### config.mk
export PLATFORM = sky130hd
export DESIGN_NAME = team_08_tft_compositor
export DESIGN_NICKNAME = d
export VERILOG_FILES = /design/src/rtl/team_08_tft_pkg.sv /design/src/rtl/team_08_rr_arbiter.sv /design/src/rtl/team_08_tft_compositor.sv
export SDC_FILE = /design/constraint.sdc
export NUM_CORES = 1
export LEC_CHECK = 0
export CAP_MARGIN = 5
export CORE_UTILIZATION = 40
export CTS_CLUSTER_SIZE = 25
export DETAILED_ROUTE_END_ITERATION = 10
export HOLD_SLACK_MARGIN = 0.15
export PLACE_DENSITY = 0.75
export SYNTH_ARGS = -nofsm -noshare
export SYNTH_HDL_FRONTEND = slang
export SYNTH_SLANG_ARGS = --single-unit
### constraint.sdc
create_clock -name clk -period 3.2 [get_ports clk]
set_input_delay 0.48 -clock clk [delete_from_list [all_inputs] [get_ports clk]]
set_output_delay 0.48 -clock clk [all_outputs]
set_load 0.03 [all_outputs]
### src/rtl/team_08_tft_pkg.sv
// Shared types and constants for the team_08 TFT pixel-source controller.
// Rectangle slot layout, default raster size and the driver LOOP state code.
package team_08_tft_pkg;

    localparam int DEFAULT_H_RES = 320;
    localparam int DEFAULT_V_RES = 240;

    localparam logic [2:0] TFT_STATE_LOOP = 3'd4;

    typedef struct packed {
        logic        en;
        logic [8:0]  x0;
        logic [8:0]  x1;
        logic [7:0]  y0;
        logic [7:0]  y1;
        logic [15:0] color;
    } rect_t;

    // Inclusive unsigned bounds; an inverted range can never match.
    function automatic logic rect_covers(input rect_t r, input logic [8:0] x, input logic [7:0] y);
        return r.en && (x >= r.x0) && (x <= r.x1) && (y >= r.y0) && (y <= r.y1);
    endfunction

endpackage

### src/rtl/team_08_rr_arbiter.sv
// Round-robin grant for the shared rectangle write port.
// Grants the first requester at or after the pointer; pointer moves past the winner.
module team_08_rr_arbiter #(
    parameter int NUM_REQ = 4,
    parameter int PW      = (NUM_REQ > 1) ? $clog2(NUM_REQ) : 1
) (
    input  logic               clk,
    input  logic               nrst,
    input  logic [NUM_REQ-1:0] req,
    output logic [NUM_REQ-1:0] gnt,
    output logic [PW-1:0]      gnt_idx,
    output logic               gnt_any
);

    logic [PW-1:0] ptr;
    int unsigned   idx;

    always_comb begin
        gnt_idx = '0;
        gnt_any = 1'b0;
        idx     = 0;
        for (int unsigned k = 0; k < NUM_REQ; k++) begin
            idx = int'(ptr) + k;
            if (idx >= NUM_REQ) idx = idx - NUM_REQ;
            if (!gnt_any && req[idx]) begin
                gnt_any = 1'b1;
                gnt_idx = PW'(idx);
            end
        end
        gnt = gnt_any ? (NUM_REQ'(1) << gnt_idx) : '0;
    end

    always_ff @(posedge clk or negedge nrst) begin
        if (!nrst) begin
            ptr <= '0;
        end else if (gnt_any) begin
            ptr <= (gnt_idx == PW'(NUM_REQ - 1)) ? '0 : gnt_idx + 1'b1;
        end
    end

endmodule

### src/rtl/team_08_tft_compositor.sv
// Raster tracker and rectangle compositor feeding the ILI9341 framebufferData.
// Optional macro TFT_FRAME_SYNC_EN: writes go to shadow slots copied in at each frame wrap.
module team_08_tft_compositor
    import team_08_tft_pkg::*;
#(
    parameter int NUM_REQ = 4,
    parameter int H_RES   = DEFAULT_H_RES,
    parameter int V_RES   = DEFAULT_V_RES
) (
    input  logic                  clk,
    input  logic                  nrst,
    input  logic                  fb_clk,
    input  logic [2:0]            tft_state,
    input  logic [15:0]           bg_color,
    input  logic [NUM_REQ-1:0]    upd_valid,
    output logic [NUM_REQ-1:0]    upd_ready,
    input  logic [NUM_REQ-1:0]    upd_en,
    input  logic [9*NUM_REQ-1:0]  upd_x0,
    input  logic [9*NUM_REQ-1:0]  upd_x1,
    input  logic [8*NUM_REQ-1:0]  upd_y0,
    input  logic [8*NUM_REQ-1:0]  upd_y1,
    input  logic [16*NUM_REQ-1:0] upd_color,
    output logic [15:0]           pixel_data,
    output logic [8:0]            cur_x,
    output logic [7:0]            cur_y,
    output logic                  frame_start
);

    localparam int AW = (NUM_REQ > 1) ? $clog2(NUM_REQ) : 1;

    logic          loop, loop_q, fb_prev, adv, load_pix;
    logic          end_x, end_y, frame_wrap;
    logic [AW-1:0] gnt_idx;
    logic          gnt_any;
    rect_t         wr_rect;
    rect_t         act [NUM_REQ];
    logic [15:0]   comp;

    team_08_rr_arbiter #(
        .NUM_REQ (NUM_REQ),
        .PW      (AW)
    ) u_arb (
        .clk     (clk),
        .nrst    (nrst),
        .req     (upd_valid),
        .gnt     (upd_ready),
        .gnt_idx (gnt_idx),
        .gnt_any (gnt_any)
    );

    assign loop       = (tft_state == TFT_STATE_LOOP);
    assign end_x      = (cur_x == 9'(H_RES - 1));
    assign end_y      = (cur_y == 8'(V_RES - 1));
    assign frame_wrap = adv && loop && end_x && end_y;

    always_comb begin
        wr_rect.en    = upd_en[gnt_idx];
        wr_rect.x0    = upd_x0[9*gnt_idx +: 9];
        wr_rect.x1    = upd_x1[9*gnt_idx +: 9];
        wr_rect.y0    = upd_y0[8*gnt_idx +: 8];
        wr_rect.y1    = upd_y1[8*gnt_idx +: 8];
        wr_rect.color = upd_color[16*gnt_idx +: 16];
    end

    // Walk from the highest slot down so the lowest covering index lands last.
    always_comb begin
        comp = bg_color;
        for (int unsigned k = NUM_REQ; k > 0; k--) begin
            if (rect_covers(act[k-1], cur_x, cur_y)) comp = act[k-1].color;
        end
    end

    // adv is the registered edge; the position moves one cycle later and
    // pixel_data is reloaded the cycle after that, then held.
    always_ff @(posedge clk or negedge nrst) begin
        if (!nrst) begin
            fb_prev     <= 1'b0;
            loop_q      <= 1'b0;
            adv         <= 1'b0;
            load_pix    <= 1'b0;
            frame_start <= 1'b0;
            cur_x       <= '0;
            cur_y       <= '0;
            pixel_data  <= '0;
        end else begin
            fb_prev     <= fb_clk;
            loop_q      <= loop;
            adv         <= loop && fb_clk && !fb_prev;
            load_pix    <= (adv && loop) || (loop && !loop_q);
            frame_start <= (loop && !loop_q) || frame_wrap;
            if (!loop) begin
                cur_x <= '0;
                cur_y <= '0;
            end else if (adv) begin
                if (end_x) begin
                    cur_x <= '0;
                    cur_y <= end_y ? '0 : cur_y + 8'd1;
                end else begin
                    cur_x <= cur_x + 9'd1;
                end
            end
            if (load_pix) pixel_data <= comp;
        end
    end

`ifdef TFT_FRAME_SYNC_EN
    rect_t shd [NUM_REQ];

    // The copy samples the shadow before this cycle's write, so a write
    // coinciding with the wrap waits for the following frame.
    always_ff @(posedge clk or negedge nrst) begin
        if (!nrst) begin
            for (int unsigned k = 0; k < NUM_REQ; k++) begin
                act[k] <= '0;
                shd[k] <= '0;
            end
        end else begin
            if (frame_wrap) act <= shd;
            if (gnt_any) shd[gnt_idx] <= wr_rect;
        end
    end
`else
    always_ff @(posedge clk or negedge nrst) begin
        if (!nrst) begin
            for (int unsigned k = 0; k < NUM_REQ; k++) begin
                act[k] <= '0;
            end
        end else if (gnt_any) begin
            act[gnt_idx] <= wr_rect;
        end
    end
`endif

endmodule

## Word level (Yosys, flattened, before mapping)

Cells that the tools add are included.

- Logic and storage cells: 156
- Input port bits: 230
- Memories: 0
- Bits in latches: 0
- Memory bits (read-only): 0
- Output and inout port bits: 38
- Memory bits (writable): 0
- Register bits after elaboration: 244

- Eq/ne operators: 6
- Add/subtract/negate cells: 10
- Bitwise operators: 1
- Shift operators: 6
- $mul: 1
- $lt $le $gt $ge: 27
- Multiplexer cells: 38
- Div/mod/pow operators: 0
- Reductions and logical operators: 34

Operators by type and width:

| cell | count |
|---|---|
| $bwmux W204 | 1 |
| $lt A32 B3 Y1 const B | 4 |
| $mux W32 | 4 |
| $demux W51 S2 | 1 |
| $ge A32 B3 Y1 const B | 3 |
| $sub A32 B3 Y32 const B | 3 |
| $shiftx A36 B7 Y9 | 2 |
| $mux W16 | 4 |
| $shiftx A32 B6 Y8 | 2 |
| $shiftx A64 B7 Y16 | 1 |
| $mux W51 | 1 |
| $ge A9 B9 Y1 | 4 |
| $le A9 B9 Y1 | 4 |
| $ge A8 B8 Y1 | 4 |
| $le A8 B8 Y1 | 4 |
| $mux W8 | 4 |
| $mux W9 | 3 |
| $logic_and A1 B1 Y1 | 26 |
| $bmux W1 S2 | 5 |
| $mux W2 | 5 |
| $add A9 B1 Y9 const B | 1 |
| $eq A9 B9 Y1 const B | 1 |
| $mux W1 | 9 |
| $add A8 B1 Y8 const B | 1 |
| 19 further kinds | 26 |

## Logic depth before layout (Yosys ltp)

Gate-level depths: netlist of run 1.

- Word-level depth: 20
- Depth in mapped cells: 13
- Mapped depth without buffers: 10

## Cells and area by module

A second synthesis of run 1 with hierarchy kept.

- Cell total of the unflattened synthesis: 1199
- Area total of the unflattened synthesis: 13714.4 um2

Modules (own cells, without submodules):

| module | area an instance (um2) | times used | sequential area each (um2) | cells an instance |
|---|---|---|---|---|
| team_08_tft_compositor | 13440.4 | 1 | 6055.8 | 1171 |
| team_08_rr_arbiter | 274.0 | 1 | 50.0 | 28 |

## Worst setup path after synthesis of run 1

OpenSTA, ideal clock, no wires.

- Kind: register to output
- Start: register u_arb.ptr[1]
- End: output upd_ready[0]
- Path slack: -0.046 ns
- Arrival: 2.766 ns
- Data required time: 2.720 ns
- Stages on the path, launching flop included: 12
- Path buffers: 4
- Cell sequence: dfrtp_1 -> nand2b_1 -> and3_1 -> a311oi_1 -> clkbuf_1 -> buf_2 -> inv_1 -> ha_1 -> nand2_1 -> clkbuf_1 -> clkbuf_1 -> inv_1

- Longest elaborated chain between the ends: 16
- Elaborated cells on any way between the ends: 39
- Classes of those cells: 7 x add/sub; 4 x order compare; 1 x shift; 21 x mux; 6 x reduce/logical

RTL lines:

| item | RTL line | text |
|---|---|---|
| start, declared | team_08_rr_arbiter.sv:15 | `logic [PW-1:0] ptr;` |
| start signal, assigned | team_08_rr_arbiter.sv:37 | `ptr <= (gnt_idx == PW'(NUM_REQ - 1)) ? '0 : gnt_idx + 1'b1;` |
| branches (longest 15 deep; another with $sub A32 B3 Y32) | - |  |
| $mux W4 * | team_08_rr_arbiter.sv:30 | `gnt = gnt_any ? (NUM_REQ'(1) << gnt_idx) : '0;` |
| end, declared | team_08_tft_compositor.sv:16 | `output logic [NUM_REQ-1:0] upd_ready,` |

Every way passes the cells marked *. The select of a mux whose other input is x is not followed.

## Worst setup path after layout of run 1

- Start: register u_arb.ptr[1]
- End: output upd_ready[1]

Same word-level chain as after synthesis.

==> summary.txt, run 1 <==
Outcome
  • Status: complete, no violations

GRT
  • GR Util met2: 38.8%
  • Initial antenna violation count: 0
  • Overflow after GRT: 0
  • Gr busiest metal: met2
  • Total track usage: 22.9%
  • Vias in the first global route: 12.9k
  • M1 GR Usage: 29.8%
  • Largest net degree at the start of global routing: 103
  • First-pass GRT wire length: 66600 um
  • Grt met3 use: 3.55%

Floorplanning
  • Starting density of the core: 40.7%
  • DIE WIDTH: 192 um
  • Core area: 35600 um2
  • Row Count: 69
  • I/O Pins: 268
  • Full die area: 37000 um2
  • Die height: 192 um

Yosys
  • Synth unique cells: 53
  • Sequential fraction of the synthesis area: 42.1%
  • Syn Area/Cell: 8.17 um2
  • Synth Register Bits: 244
  • Ys flop type: dfrtp_1
  • Cell count after synthesis: 1773
  • Mapped Area: 14500 um2
  • Post-synth net total: 2145
  • EDFF count, synth: 0
  • Asr flop ratio synth: 100%
  • Synth warn: 0

Routing
  • Post-DRT Antenna Nets: 0
  • Residual DRC: 0
  • WL/cell: 17.2 um
  • Drt total wl: 43300 um
  • DRT iter0 DRCs: 765
  • TritonRoute pass-1 iters: 5
  • Routed via count: 13.3k
  • Vias per cell: 5.27

Timing
  • Slew at the pin closest to its max-slew limit: 0.853 ns
  • Slew Limit Fails: 0
  • Setup TNS Final: 0 ns
  • Final Hold Viols: 0
  • Final clock skew: 0.0308 ns
  • Crit share post-route: 95.9%
  • Setup violations, final: 0
  • RSZ-0062 raised after global routing: no
  • Fmax: 0.326 GHz
  • Slew margin rel.: 42.4%
  • Setup slack after layout: 0.130 ns
  • Tmin final: 3.07 ns

Cells and area
  • Nets@finish: 2409
  • Footprint of the multi-input gates: 7560 um2
  • Fill cells: 3304
  • Area growth from synthesis to layout: 31.3%
  • Core Util, Final: 53.5%
  • Storage cell area: 6110 um2
  • Layout cells sized above 1: 5.93%
  • Antenna Cells: 0

Min path
  • Hold-critical path depth: 1
  • Hold Path Class: in2reg

Clock network
  • Clock Latency Late Sink: 0.56 ns
  • TritonCTS clock tree: built
  • CTS clk-pin slew, worst paths: 0.06 ns
  • CTS Sinks: 244
  • Clock Path Buffers: 3
  • Root buf cell: clkbuf_16
  • Cts bufs inserted: 27
  • Max H-tree Level: 1

Power
  • Share of total power in combinational logic: 42.3%
  • Static Leak: 9.04 nW
  • Clock share of power: 22.9%
  • Share of power burned in registers: 34.8%
  • Power Dens Cells: 777 nW/um2
  • Net Switching: 5.99 mW
  • VDD IR max: 0.507 mV
  • Sw Share: 40.5%
  • Internal: 8.79 mW

Job
  • Max Cap Viol: 0

Worst setup path
  • CP Launch Type: flip-flop
  • Cells along the critical path: nand2b_1 > o21ai_0 > o22a_4 > clkinv_2 > buf_16 > ha_2 > nand2_8 > inv_2 > buf_12
  • Slowest CP cell: dfrtp_2
  • Max stage delay on crit path: 0.46 ns
  • CP arrival: 2.59 ns
  • Worst Reg-to-Reg Cells: 10
  • Worst EP required: 2.72 ns
  • CP max FO: 25
  • Worst setup EP type: output pin
  • Setup Crit Path Kind: reg2out

Placed design
  • DP HPWL: 31300 um
  • DP Worst Slack: 0.0682 ns
  • Placer Congestion: 0.873
  • Count of buffers from port buffering: 267
-- power by group through the flow --
stage,Clock (mW),Sequential (mW),Combinational (mW)
finish,3.38,5.15,6.26
global route,3.56,5.32,7.08
global placement,0,5.12,5.89
floorplan,0,5.03,4.00
detailed placement,0,5.18,6.15
CTS,3.43,5.14,6.18
-- timing repair --
item	4_1_cts	5_1_grt
endpoints found under the hold margin	85	0
endpoints found under the setup margin	3	2
hold buffers	1	0
buffers inserted	0	0
pin swaps	0	1
cloned	0	2
resized for setup	5	4
-- metal layers --
layer / share of wire (%) / vias to the layer above / wire [um]
met3: 6.5 / 67 / 2810
li1: - / 6501 / -
met1: 43 / 6316 / 18700
met4: 3.1 / 0 / 1330
met2: 47 / 394 / 20500
met5: 0 / - / 0
-- worst paths after layout --
check	start	endpoint	slack, ns
max in group asynchronous	nrst	act[156]	1.81
min reg2reg	fb_prev	adv	0.41
max reg2reg	cur_x[3]	pixel_data[7]	0.24
max	u_arb.ptr[1]	upd_ready[1]	0.13
min in group asynchronous	nrst	frame_start	0.56
min	fb_clk	fb_prev	0.41
-- stage by stage --
step,instances,area [um2],power [mW],hold WS (ns)
global route,2518,19000,16.0,0.428
detailed placement,2466,18000,11.3,0.399
floorplan,1773,14500,9.03,0.184
finish,2518,19000,14.8,0.406
global placement,2466,18000,11.0,0.393
CTS,2516,19000,14.8,0.401
-- layout by cell type, fill, tap and decap left out, types with 4 or more instances in the layout --
master / n
nand2_1: 489
o21ai_0: 273
clkdlybuf4s50_1: 262
dfrtp_1: 243
inv_1: 149
ha_1: 141
nand3_1: 61
buf_4: 47
nand2b_1: 46
a21oi_1: 37
clkbuf_16: 29
nor2_1: 27
a21o_1: 26
nand4_1: 19
o31ai_1: 19
mux2i_1: 18
o21ai_1: 17
o221ai_1: 16
nor2b_1: 14
a211oi_1: 12
nor3_1: 8
o21a_1: 7
buf_12: 7
and3_1: 5
clkinv_2: 5
o211ai_1: 5
bufinv_16: 5
clkbuf_8: 4
-- synthesized netlist by cell type, types with 2 or more instances --
| cell | count | area [um2] |
|---|---|---|
| a31oi_1 | 3 | 18.8 |
| nand3b_1 | 2 | 15.0 |
| o211ai_1 | 5 | 37.5 |
| dfrtp_1 | 244 | 6110 |
| a2111oi_0 | 3 | 26.3 |
| nand2_1 | 493 | 1850 |
| o221ai_1 | 16 | 140 |
| xnor2_1 | 2 | 17.5 |
| a211oi_1 | 13 | 97.6 |
| a21oi_1 | 37 | 185 |
| xor2_1 | 3 | 26.3 |
| nor2b_1 | 14 | 87.6 |
| o21a_1 | 7 | 52.6 |
| o21ai_0 | 273 | 1370 |
| ha_1 | 142 | 1780 |
| o21ai_1 | 17 | 85.1 |
| nor2_1 | 27 | 101 |
| clkbuf_1 | 76 | 285 |
| o31ai_1 | 19 | 143 |
| o22ai_1 | 2 | 12.5 |
| nor4_1 | 2 | 12.5 |
| buf_1 | 7 | 26.3 |
| inv_1 | 151 | 567 |
| nand2b_1 | 46 | 288 |
| a31o_2 | 2 | 17.5 |
| a2111o_1 | 2 | 22.5 |
| nand3_1 | 61 | 305 |
| and3_1 | 5 | 31.3 |
| or3_1 | 3 | 18.8 |
| o22a_1 | 3 | 26.3 |
| nand4_1 | 19 | 119 |
| buf_2 | 4 | 20.0 |
| a21o_1 | 26 | 195 |
| mux2i_1 | 18 | 180 |
| nor3_1 | 8 | 40.0 |
-- kinds of logic (layout without fill, tap and decap cells) --
group | after synthesis | count (layout) | synth area share [%]
compound gates | 441 | 441 | 17.7
xor+xnor | 5 | 5 | 0.302
buf+inv | 239 | 523 | 6.28
fa+ha+maj | 142 | 142 | 12.3
simple gates | 684 | 684 | 20.1
mux | 18 | 18 | 1.24
flops | 244 | 244 | 42.1
-- flip-flops by register name (all words and copies together), names as in the netlist --
register     count
act            204
adv              1
cur_x            9
cur_y            8
fb_prev          1
frame_start      1
load_pix         1
loop_q           1
pixel_data      16
u_arb.ptr        2
-- cell type report --
cell class / instances / area share, %
Tap cell: 461 / 3.03
Sequential cell: 244 / 32.1
Clock inverter: 15 / 1.21
Inverter: 151 / 2.99
Multi-Input combinational cell: 1290 / 39.8
Timing Repair Buffer: 323 / 17.0
Clock buffer: 34 / 3.90
-- critical path, delay by kind of cell, from the launching register on --
family                   cells  cell delay (ns)
AO/OA/AOI/OAI                2             0.41
AND/OR/NAND/NOR              2             0.35
adder cells (fa/ha/maj)      1             0.22
buffers and inverters        4             0.61
flip-flops                   1             0.46
No activity file was read; power rests on OpenSTA's default activity.
==> inputs of run 2 (changes only) <==
PLACE_DENSITY = 0.73   (was 0.75)
SLEW_MARGIN = 20   (was unset)
clock period = 3.9 ns   (was 3.2 ns; I/O delays follow)
==> summary.txt, run 2 (synthesis results as in run 1) <==
Outcome
  • Status: complete, no violations

Power
  • Static Leak: 8.82 nW
  • VDD IR max: 0.494 mV
  • Power Dens Cells: 628 nW/um2

Floorplanning
  • DIE WIDTH: 192 um
  • Core area: 35600 um2
  • I/O Pins: 268
  • Starting density of the core: 40.7%
  • Row Count: 69
  • Full die area: 37000 um2
  • Die height: 192 um

GRT
  • Total track usage: 22.5%
  • First-pass GRT wire length: 65700 um
  • Overflow after GRT: 0
  • Vias in the first global route: 12.8k
  • Initial antenna violation count: 0
  • M1 GR Usage: 28.7%
  • GR Util met2: 38.2%
  • Grt met3 use: 3.98%
  • Gr busiest metal: met2
  • Largest net degree at the start of global routing: 104

Worst setup path
  • CP arrival: 3.05 ns
  • Worst EP required: 3.31 ns
  • CP max FO: 5
  • Setup Crit Path Kind: in2out
  • Worst setup EP type: output pin
  • CP Launch Type: input port

Min path
  • Hold Path Class: reg2reg

Cells and area
  • Biggest regs: act (204), pixel_data (16), cur_x (9)
  • Layout cells sized above 1: 4.09%
  • Most common cell after layout, fill and taps aside: nand2_1
  • Most frequent cells in the layout: nand2_1, o21ai_0, clkdlybuf4s50_1
  • Nets@finish: 2381
  • Fin cells: 2490
  • Area growth from synthesis to layout: 28.4%
  • Largest register FFs: 204
  • Largest Register: act

Timing
  • Tmin final: 3.63 ns
  • Crit share post-route: 93.2%
  • Slew margin rel.: 32.6%
  • Slew at the pin closest to its max-slew limit: 1.01 ns
  • Setup TNS Final: 0 ns
  • Setup slack after layout: 0.265 ns
  • RSZ-0062 raised after global routing: no
  • Slew Limit Fails: 0
  • Final clock skew: 0.0160 ns
  • Fmax: 0.275 GHz
  • Setup violations, final: 0
  • Final Hold Viols: 0

Placed design
  • DP Worst Slack: 0.275 ns
  • DP HPWL: 29900 um
  • Count of buffers from port buffering: 267
  • Placer Congestion: 0.838
  • # placed instances: 2440

Routing
  • Residual DRC: 0
  • WL/cell: 16.8 um
  • Drt total wl: 41800 um
  • Vias per cell: 5.26
  • Post-DRT Antenna Nets: 0
  • DRT iter0 DRCs: 783
  • Routed via count: 13.1k
  • TritonRoute pass-1 iters: 5

Clock network
  • Clock Latency Late Sink: 0.55 ns
  • Post-CTS sizing: 0
  • Max H-tree Level: 1
  • CTS clk-pin slew, worst paths: 0.06 ns
  • TritonCTS clock tree: built
  • Cts bufs inserted: 27
  • CTS Sinks: 244
  • Root buf cell: clkbuf_16
  • Clock Path Buffers: 3

Job
  • Max Cap Viol: 0
==> run 2: per-stage QoR <==
stage	power (mW)	utilization, %	hold WS, ns	instance area, um2
floorplan	7.41	-	0.289	14500
global placement	8.87	49.8	0.395	17700
detailed placement	9.14	49.8	0.391	17700
CTS	11.7	52.3	0.415	18600
global route	12.7	52.3	0.437	18600
finish	11.7	52.3	0.415	18600
==> run 2: final cells by class <==
type | count | area (um2)
fill | 3347 | 17000
clock inverter | 5 | 71.3
inverter | 151 | 568
clock buffer | 43 | 826
tap | 461 | 577
sequential | 244 | 6110
timing repair buffer | 295 | 2910
antenna | 1 | 2.50
multi-input combinational | 1290 | 7540
==> run 2: critical path, stage by stage <==
cell and delay, ns:
clkdlybuf4s50_1 0.57, nand2_1 0.07, and3_1 0.19, a311oi_4 0.52
inv_1 0.14, ha_1 0.26, nand2_4 0.06, inv_1 0.06
clkdlybuf4s50_1 0.59
==> run 2: what timing repair did <==
item                                   4_1_cts  5_1_grt
endpoints found under the hold margin       88        0
hold buffers                                 1        0
setup buffers                                0        0
==> run 2: path summary, 6_finish.rpt <==
kind | cells after the start | endpoint | slack [ns] | from
max | 9 | upd_ready[2] | 0.27 | upd_valid[3]
min | 1 | adv | 0.42 | fb_prev
max reg2reg | 11 | pixel_data[15] | 0.59 | cur_y[0]
min reg2reg | 1 | adv | 0.42 | fb_prev
max in group asynchronous | 3 | act[19] | 2.29 | nrst
min in group asynchronous | 2 | cur_y[4] | 0.66 | nrst
==> run 2: report_power, final <==
part | internal, mW | switching, mW | total (mW)
clock network | 1.52 | 1.05 | 2.57
logic | 1.77 | 3.14 | 4.91
registers | 3.63 | 0.568 | 4.20
==> run 2: layer usage <==
metal  part of all wire, %  wire (um)
met5                     0          0
met2                    47      19700
met3                   5.6       2340
met4                   3.5       1480
met1                    44      18300
